File: src/rtl/pulse_train_gen.sv
`timescale 1ns/1ps
// pulse_train_gen: turns a one-cycle start into a burst of `count` fixed-width
// pulses (ON_CYCLES high, OFF_CYCLES low between pulses, no trailing gap).
// done pulses for one cycle when a burst ends or a zero-count start is taken.
// All outputs come straight from flops.
module pulse_train_gen #(
  parameter int ON_CYCLES  = 4,
  parameter int OFF_CYCLES = 4,
  parameter int CNT_W      = 4,
  parameter int TIMER_W    = 8
) (
  input  logic             clk,
  input  logic             reset,
  input  logic             start,
  input  logic [CNT_W-1:0] count,
  output logic             pulse_out,
  output logic             busy,
  output logic             done
);

  typedef enum logic [1:0] {
    IDLE = 2'd0,
    HIGH = 2'd1,
    LOW  = 2'd2
  } state_t;

  localparam logic [TIMER_W-1:0] ON_LOAD   = TIMER_W'(ON_CYCLES);
  localparam logic [TIMER_W-1:0] OFF_LOAD  = TIMER_W'(OFF_CYCLES);
  localparam logic [TIMER_W-1:0] TIMER_ONE = TIMER_W'(1);
  localparam logic [CNT_W-1:0]   REM_ONE   = CNT_W'(1);

  state_t             state, state_n;
  logic [TIMER_W-1:0] timer, timer_n;
  logic [CNT_W-1:0]   remaining, remaining_n;
  logic               done_n;
  logic               start_q;
  logic               accept;

  // A start held high across a whole burst must not retrigger in the done
  // cycle, so only a low-to-high transition of start counts as a request.
  assign accept = start & ~start_q;

  // Next-state, timer and remaining-count logic.
  always_comb begin
    // NOTE: every output of this block gets a default first so no path can
    // leave a value unassigned, which would otherwise infer a latch.
    state_n     = state;
    timer_n     = timer;
    remaining_n = remaining;
    done_n      = 1'b0;
    case (state)
      IDLE: begin
        if (accept) begin
          if (count == '0) begin
            done_n = 1'b1;
          end else begin
            remaining_n = count;
            timer_n     = ON_LOAD;
            state_n     = HIGH;
          end
        end
      end
      HIGH: begin
        if (timer == TIMER_ONE) begin
          if (remaining > REM_ONE) begin
            remaining_n = remaining - REM_ONE;
            timer_n     = OFF_LOAD;
            state_n     = LOW;
          end else begin
            remaining_n = '0;
            timer_n     = '0;
            done_n      = 1'b1;
            state_n     = IDLE;
          end
        end else begin
          timer_n = timer - TIMER_ONE;
        end
      end
      LOW: begin
        if (timer == TIMER_ONE) begin
          timer_n = ON_LOAD;
          state_n = HIGH;
        end else begin
          timer_n = timer - TIMER_ONE;
        end
      end
      default: state_n = IDLE;
    endcase
  end

  // State, counters and registered outputs; outputs decode the next state so
  // they line up with the state they describe.
  always_ff @(posedge clk or negedge reset) begin
    if (!reset) begin
      state     <= IDLE;
      timer     <= '0;
      remaining <= '0;
      start_q   <= 1'b0;
      pulse_out <= 1'b0;
      busy      <= 1'b0;
      done      <= 1'b0;
    end else begin
      // NOTE: non-blocking assignments so every flop samples pre-edge values
      // regardless of statement order.
      state     <= state_n;
      timer     <= timer_n;
      remaining <= remaining_n;
      start_q   <= start;
      pulse_out <= (state_n == HIGH);
      busy      <= (state_n != IDLE);
      done      <= done_n;
    end
  end

endmodule

File: config.mk
export PLATFORM = sky130hd
export DESIGN_NAME = pulse_train_gen
export DESIGN_NICKNAME = d
export VERILOG_FILES = /design/src/rtl/pulse_train_gen.sv
export SDC_FILE = /design/constraint.sdc
export NUM_CORES = 1
export LEC_CHECK = 0
export CORE_MARGIN = 2
export CORE_UTILIZATION = 56
export DETAILED_ROUTE_END_ITERATION = 6
export GPL_TIMING_DRIVEN = 0
export HOLD_SLACK_MARGIN = 0.05
export PLACE_DENSITY_LB_ADDON = 0.3
export REMOVE_ABC_BUFFERS = 1
export SLEW_MARGIN = 30
export SYNTH_ARGS = -nofsm -noshare
export SYNTH_HDL_FRONTEND = slang
export SYNTH_SLANG_ARGS = --single-unit
export TNS_END_PERCENT = 50
File: constraint.sdc
create_clock -name clk -period 3.2 [get_ports clk]
set_input_delay 0.48 -clock clk [delete_from_list [all_inputs] [get_ports clk]]
set_output_delay 0.48 -clock clk [all_outputs]
set_load 0.1 [all_outputs]
# Word level (Yosys, flattened, before mapping)
# Index checks and enable logic that the tools add are counted.
# Widths: inputs -> output; s select.
# op_classes
n_addsub	2
multipliers	0
div	0
magnitude_cmp	1
eq_ne	7
n_shift	0
n_mux	22
bitwise_logic	2
n_reduce_logical	7
# ops
operator	count
$mux 8	4
$pmux 8 s3	1
$mux 4	4
$mux 2	5
$eq 8x1->1 const B	1
$pmux 4 s2	1
$sub 8x1->8 const B	1
$ne 2x2->1 const B	3
$pmux 2 s3	1
$eq 2x1->1 const B	2
$gt 4x1->1 const B	1
$logic_not 4->1	1
$mux 1	4
$reduce_and 4->1	1
$reduce_bool 2->1	2
$sub 4x1->4 const B	1
$mux 3	1
$reduce_and 3->1	1
$reduce_bool 3->1	1
$eq 2x2->1 const B	1
$logic_not 2->1	1
$pmux 1 s2	1
$and 1x1->1	1
$not 1->1	1
# totals
ff_bits	18
latchBits	0
mem_bits_rw	0
mem_bits_ro	0
in_bits	7
output_inout_bits	3
word_cells	48
memories	0

# Logic depth before layout (Yosys ltp)
# Gate-level depths: netlist of the first run.
# depth
depth_word	5
mapped_depth	6
ltp_nobuf	6

# Worst setup path after synthesis of the first run
# Ideal clock, no wire load.
# synth_path
kind	register to register
start	register timer[1]
end	register busy
setup_time_ps	131
arrival_time_ps	1856
path_slack_ps	1212
stages_incl_launch_ff	7
path_buffers	0
period_less_slack_ps	1988
path_cell_list	dfrtp_1 -> inv_1 -> ha_1 -> or4b_4 -> o41ai_4 -> a311oi_1 -> or3_1
# synth_via
elab_chain_len	4
# synth_lines
element	line_no	source
start: declaration	33	logic [TIMER_W-1:0] timer, timer_n;
start signal: assignment	106	timer <= timer_n;
$eq 8x1->1 (*)	64, 80	
$mux 2, on equally long branches	80, 64	
$pmux 2 s3 (*)	51	case (state)
net state_n[1]	32	state_t state, state_n;
$reduce_bool 2->1 (*)	110	busy <= (state_n != IDLE);
end signal: assignment	110	
end: declaration	17	output logic busy,
# Mark *: on every way through the listed nets, which the timed path passes. The rest lies on a longest branch.
# A chain may end at the register's enable or synchronous reset.

# Worst setup path after layout of the first run
# layout_path
start	register timer[1]
end	register remaining[3]
# layout_via
elab_chain_len	3
# layout_lines
element	line_no	source
$eq 8x1->1	64	if (timer == TIMER_ONE) begin
$ne 2x2->1 (no source line)	-	
$reduce_and 4->1 (no source line)	-	
end signal: assignment	107	remaining <= remaining_n;
end: declaration	34	logic [CNT_W-1:0] remaining, remaining_n;
# No other way between the ends.

==> run_results.csv, run 1 <==
group,metric,value,unit
die,chipHeight,50.4,um
clock_network,clock_latency,0.29,ns
critical_path,nature_of_the_critical_path_startpoint,"flip-flop",
sta,setup-violations-final,0,
critical_path,worst-endpoint-arrival,2.55,ns
sta,period_needed,2.37,ns
finish,finalCoreUtilization,0.671,
routing,wirelength,2.59,mm
finish,cell_count_final_fillers_out,165,
routing,detail_route.vias_per_cell,6.28,
die,floorplan.die.width,50.4,um
clock_network,cts.sink_count,18,
critical_path,type_of_the_setup_path_with_the_least_slack,"reg -> reg",
pwr,vdd_drop_max,0.000853,V
die,top_level_ports,10,
clock_network,cts_tree,"built",
grt,grt_max_degree,19,
synth,synth_async_sr_flop_share,1.00,
min_path,hold_path_class,"reg -> reg",
sta,final_hold_vios,0,
clock_network,clk_root_buffer_cell,"sky130_fd_sc_hd__clkbuf_4",
synth,postSynthCellCount,128,
grt,grt_first_pass_wirelength,4.45,mm
job,maxCapViolations,0,
clock_network,cts_max_level,1,
die,dieArea,0.00254,mm^2
sta,timing.final.crit_share,0.740,
routing,dr_total_vias,1036,
pwr,leakage,0.557,nW
grt,antenna_found_initial,0,
die,design.core.area,0.00200,mm^2
synth,syn_area_per_cell,9.40,um^2
synth,synth-warning-count,0,
finish,num-fill-cells,168,
finish,insertedDiodeCount,0,
clock_network,cts_setup_buffers,0,
synth,yosysSeqAreaShare,0.374,
sta,fin_tns_setup,0,ns
grt,first_global_vias,1063,
synth,synth-seq-cells,18,
placement,detailed_place.area,0.00132,mm^2
die,initial_core_util,0.601,
clock_network,cts_hold_buffers,0,
placement,place_hpwl,1.99,mm
sta,fmax,422,MHz
routing,route.antenna.remaining_nets,0,
finish,final_design_area_no_fill,0.00134,mm^2
die,fp-row-count,16,
placement,port_buffers,9,
routing,wl_per_cell,15.7,um
synth,netlist_area,0.00120,mm^2
sta,tightestPinTransition,0.968,ns
clock_network,clk_transition_reported_paths,0.09,ns
pwr,power.density,999,mW/mm^2
synth,synth_ff_type,"sky130_fd_sc_hd__dfrtp_1",
finish,layout_cells_sized_above_1,0.116,
finish,multiInputGateArea,697,um^2
sta,count_of_final_max_slew_check_failures,0,
placement,cell_count_after_placement,162,
routing,drt_first_pass_iters,4,
grt,global_route.overflow_total,0,
sta,max-slew-margin-rel,0.353,
placement,place_congestion,0.917,
clock_network,max-clock-path-buffers,2,
sta,rsz0062_at_grt,"false",
finish,seqCellArea,450,um^2
critical_path,cp.required,3.38,ns
routing,initialDrtViolationCount,42,
outcome,run_status,"completed",
routing,drc_errors,0,
sta,worst_hold_slack,0.543,ns
critical_path,worstSetupEndpointType,"flip-flop",
synth,synth_edf_count,0,
grt,track_usage,0.231,
clock_network,cts_made_buffers,3,
sta,fin_worst_skew,0.00321,ns
finish,synthToLayoutAreaGrowth,11.5,%
synth,synth.distinct_cells,42,
finish,finalNetCount,156,
clock_network,cts_resized,0,
critical_path,critical_path.max_fanout,6,
[layer usage]
| metal | vias up | global-route usage | wire [um] |
|---|---|---|---|
| met2 | 31 | 0.362 | 1290 |
| met4 | 0 | 0.104 | 18 |
| met3 | 4 | 0.0357 | 103 |
| li1 | 504 | - | - |
| met5 | - | 0 | 0 |
| met1 | 497 | 0.316 | 1180 |
[cell type report]
cell class,count,share of cell area
Tap cell,27,0.0252
Inverter,13,0.0363
Multi-Input combinational cell,95,0.519
Sequential cell,18,0.336
Clock buffer,3,0.0168
Timing Repair Buffer,9,0.0671
[path summary, 6_finish.rpt]
check / depth (start not counted) / from / end / slack, ns
worst max-delay path: 6 / timer[1] / remaining[3] / 0.83
worst min-delay path: 1 / remaining[1] / remaining[1] / 0.54
worst max register to register: 6 / timer[1] / remaining[3] / 0.83
worst min register to register: 1 / remaining[1] / remaining[1] / 0.54
max in group asynchronous: 1 / reset / timer[6] / 2.09
min in group asynchronous: 1 / reset / done / 0.63
[synth_stat cells, drive strengths merged, types with 3 or more instances]
library cell | count | area (um^2)
or3 | 4 | 32.5
inv | 12 | 45.0
ha | 9 | 113
a31oi | 4 | 25.0
o21ai | 7 | 35.0
o22ai | 3 | 18.8
a211oi | 3 | 22.5
nor2 | 9 | 33.8
o31ai | 4 | 30.0
o311ai | 3 | 26.3
nand2 | 11 | 41.3
a21oi | 4 | 20.0
dfrtp | 18 | 450
or2 | 3 | 18.8
nand3 | 4 | 20.0
[placed cells by master (no fill, tap or decap), types with 2 or more instances in the layout]
master,instances
sky130_fd_sc_hd__dfrtp_1,18
sky130_fd_sc_hd__inv_1,12
sky130_fd_sc_hd__nand2_1,11
sky130_fd_sc_hd__nor2_1,9
sky130_fd_sc_hd__ha_1,9
sky130_fd_sc_hd__clkdlybuf4s50_1,9
sky130_fd_sc_hd__o21ai_0,7
sky130_fd_sc_hd__a21oi_1,4
sky130_fd_sc_hd__o31ai_1,4
sky130_fd_sc_hd__nand3_1,4
sky130_fd_sc_hd__a31oi_1,4
sky130_fd_sc_hd__or2_2,3
sky130_fd_sc_hd__a211oi_1,3
sky130_fd_sc_hd__o22ai_1,3
sky130_fd_sc_hd__clkbuf_4,3
sky130_fd_sc_hd__or4_1,2
sky130_fd_sc_hd__o311ai_0,2
sky130_fd_sc_hd__or3_2,2
sky130_fd_sc_hd__nor4_1,2
sky130_fd_sc_hd__mux2_2,2
sky130_fd_sc_hd__a211o_1,2
sky130_fd_sc_hd__a32o_1,2
[registers in the layout (all words and copies together) (netlist names)]
| signal | cells |
|---|---|
| timer | 8 |
| state | 2 |
| pulse_out | 1 |
| remaining | 4 |
| start_q | 1 |
| done | 1 |
| busy | 1 |
[cell families after synthesis]
group | share of synthesized area
compound gates | 0.253
fa+ha+maj | 0.0936
buf+inv | 0.0468
flops | 0.374
mux | 0.0187
simple gates | 0.214
[through the flow]
stage | total power [mW] | setup slack, ns
detailed placement | 1.22 | 0.600
global route | 1.45 | 0.715
floorplan | 1.03 | 1.21
finish | 1.34 | 0.832
CTS | 1.34 | 0.862
global placement | 1.18 | 0.652
[critical path, cell delays in order (launching register included)]
cell and delay [ns]:
sky130_fd_sc_hd__dfrtp_1 0.41, sky130_fd_sc_hd__inv_1 0.10, sky130_fd_sc_hd__ha_1 0.18, sky130_fd_sc_hd__nor4b_2 0.52, sky130_fd_sc_hd__a21oi_1 0.27, sky130_fd_sc_hd__or3_4 0.47
sky130_fd_sc_hd__o311ai_1 0.31
[report_power, final]
group          internal [mW]  switching (mW)  leakage, nW
Combinational          0.314           0.523        0.310
Clock                 0.0438          0.0647       0.0138
Sequential             0.311          0.0851        0.233
Total                  0.668           0.673        0.557
No activity file was read; power rests on OpenSTA's default activity.
==> run 2, diff against run 1 <==
- clock period: 3.2 -> 2.5 ns (I/O delays scaled with it)
==> results of run 2 <==
The final DEF is identical to that of run 1. Status: completed.
Among the figures that moved: setup slack after placement 0.600 ns -> 0.00523 ns; setup slack after layout 0.832 ns -> 0.132 ns; hold slack 0.543 ns -> 0.525 ns; register-to-register setup slack 0.83 ns -> 0.13 ns; total power 1.34 mW -> 1.72 mW; worst IR drop on VDD 0.000853 V -> 0.00109 V
==> run 3, diff against run 2 <==
- REMOVE_ABC_BUFFERS: 1 -> not set
==> run 3 against run 2 <==
Compared with the run above:
- first-iteration DRC count decreased by 24%
- combinational power about the same
- worst setup slack improved by 0.11 ns
- critical path depth unchanged
- register-to-register slack improved by 0.11 ns
- non-clock buffer count increased by 2
- global-route usage decreased by 0.22 points
- total power decreased by 0.75%
- critical path type unchanged
- largest cell class unchanged
- highest routed layer unchanged
==> run_results.csv, run 3 (synthesized netlist as in run 1, its figures left out) <==
group,metric,value,unit
critical_path,crit_chain,"inv_1 > ha_1 > nor4b_2 > a21oi_1 > or3_4 > mux2_2",
pwr,internal-power,0.856,mW
finish,final_cell_mix,"18 x sky130_fd_sc_hd__dfrtp_1, 12 x sky130_fd_sc_hd__inv_1, 11 x sky130_fd_sc_hd__nand2_1",
placement,place_hpwl,1.90,mm
routing,initialDrtViolationCount,32,
critical_path,cp_slowest_cell,"sky130_fd_sc_hd__nor4b_2",
critical_path,slowest_stage_delay_on_critical_path,0.49,ns
pwr,seq_power_share,0.297,
finish,insertedDiodeCount,0,
min_path,hold_path_class,"in -> async",
grt,global_route.overflow_total,0,
clock_network,clock_latency,0.29,ns
critical_path,worst-endpoint-arrival,2.44,ns
sta,tightestPinTransition,0.974,ns
clock_network,cts.sink_count,18,
sta,timing.final.crit_share,0.905,
placement,place_congestion,0.863,
finish,largest_reg_flops,8,
critical_path,worst_r2r_path_depth,6,
routing,dr_total_vias,1045,
routing,wirelength,2.45,mm
die,floorplan.die.width,50.4,um
die,chipHeight,50.4,um
pwr,leakage,0.559,nW
finish,largestRegisters,"timer x8, remaining x4, state x2",
outcome,run_status,"completed",
finish,finalNetCount,158,
clock_network,cts_max_level,1,
clock_network,cts_tree,"built",
grt,grt_first_pass_wirelength,4.46,mm
clock_network,cts_setup_buffers,0,
critical_path,worstSetupEndpointType,"flip-flop",
sta,final_hold_vios,0,
pwr,switchingPower,0.848,mW
critical_path,critical_path.max_fanout,6,
sta,layout_setup_ws,0.238,ns
sta,count_of_final_max_slew_check_failures,0,
pwr,share_comb_of_total_power,0.619,
finish,multiInputGateArea,697,um^2
sta,max-slew-margin-rel,0.349,
finish,synthToLayoutAreaGrowth,12.2,%
finish,layout_cells_sized_above_1,0.114,
sta,rsz0062_at_grt,"false",
routing,detail_route.vias_per_cell,6.26,
routing,wl_per_cell,14.7,um
routing,drt_first_pass_iters,4,
pwr,vdd_drop_max,0.000798,V
clock_network,max-clock-path-buffers,2,
sta,worst_hold_slack,0.530,ns
placement,place_worst_setup_slack,-0.0163,ns
sta,period_needed,2.26,ns
die,initial_core_util,0.601,
routing,drc_errors,0,
critical_path,nature_of_the_critical_path_startpoint,"flip-flop",
die,dieArea,0.00254,mm^2
routing,route.antenna.remaining_nets,0,
critical_path,worst_path_dominant_cell_family,"simple AND/OR/NAND/NOR gates",
critical_path,type_of_the_setup_path_with_the_least_slack,"reg -> reg",
clock_network,clk_root_buffer_cell,"sky130_fd_sc_hd__clkbuf_4",
pwr,p_total,1.70,mW
sta,fin_tns_setup,0,ns
finish,num-fill-cells,160,
job,maxCapViolations,0,
grt,track_usage,0.229,
grt,first_global_vias,1030,
finish,seqCellArea,450,um^2
grt,grt_max_degree,19,
finish,registers.top_by_ff_count,"timer",
critical_path,timing.reg2reg.setup_slack,0.24,ns
clock_network,cts_resized,0,
sta,fin_worst_skew,0.000784,ns
pwr,power.share.switching,0.498,
critical_path,critPathBufInv,1,
die,fp-row-count,16,
critical_path,worst-path-stages,6,
finish,mostFrequentLayoutCell,"sky130_fd_sc_hd__dfrtp_1",
placement,port_buffers,9,
pwr,proportion_of_power_drawn_by_the_clock_network,0.084,
clock_network,cts_made_buffers,3,
clock_network,cts_hold_buffers,0,
clock_network,clk_transition_reported_paths,0.10,ns
critical_path,cp.required,2.68,ns
die,top_level_ports,10,
die,design.core.area,0.00200,mm^2
synth,nets_in_the_synthesized_netlist,144,
grt,antenna_found_initial,0,
pwr,power.density,1260,mW/mm^2
sta,setup-violations-final,0,
sta,fmax,442,MHz
## run 3: final cells by class
class,instances,area share
plain buffers,2,0.00556
clock buffers,3,0.0167
inverters,13,0.0361
multi-input cells,95,0.516
flip-flops and latches,18,0.334
well taps,27,0.0250
repair buffers,9,0.0667
## run 3: power by group through the flow
stage,clock [mW],sequential [mW],combinational [mW]
after floorplan,0,0.608,0.713
after global routing,0.156,0.528,1.17
after detailed placement,0,0.512,1.05
after global placement,0,0.504,1.02
after CTS,0.145,0.506,1.05
final,0.143,0.505,1.06
## run 3: path summary, 6_finish.rpt
check,startpoint,to
min in group clk,remaining[3],remaining[3]
worst min-delay path,reset,state[0]
max in group asynchronous,reset,remaining[0]
worst max register to register,timer[1],remaining[0]
worst min register to register,remaining[3],remaining[3]
worst max-delay path,timer[1],remaining[0]
## run 3: layer usage
metal | track usage | share of wire | vias to the layer above
li1 | - | - | 512
met1 | 0.317 | 0.46 | 499
met2 | 0.355 | 0.48 | 30
met3 | 0.0476 | 0.048 | 4
met4 | 0.0811 | 0.010 | 0
met5 | 0 | 0 | -
## run 3: metrics by stage
| stage | instance area, um^2 | utilization | std cells |
|---|---|---|---|
| 2_1_floorplan | 1200 | - | 128 |
| 3_3_place_gp | 1330 | 0.663 | 164 |
| 3_5_place_dp | 1330 | 0.663 | 164 |
| 4_1_cts | 1350 | 0.674 | 167 |
| 5_1_grt | 1350 | 0.674 | 167 |
| 6_report | 1350 | 0.674 | 167 |
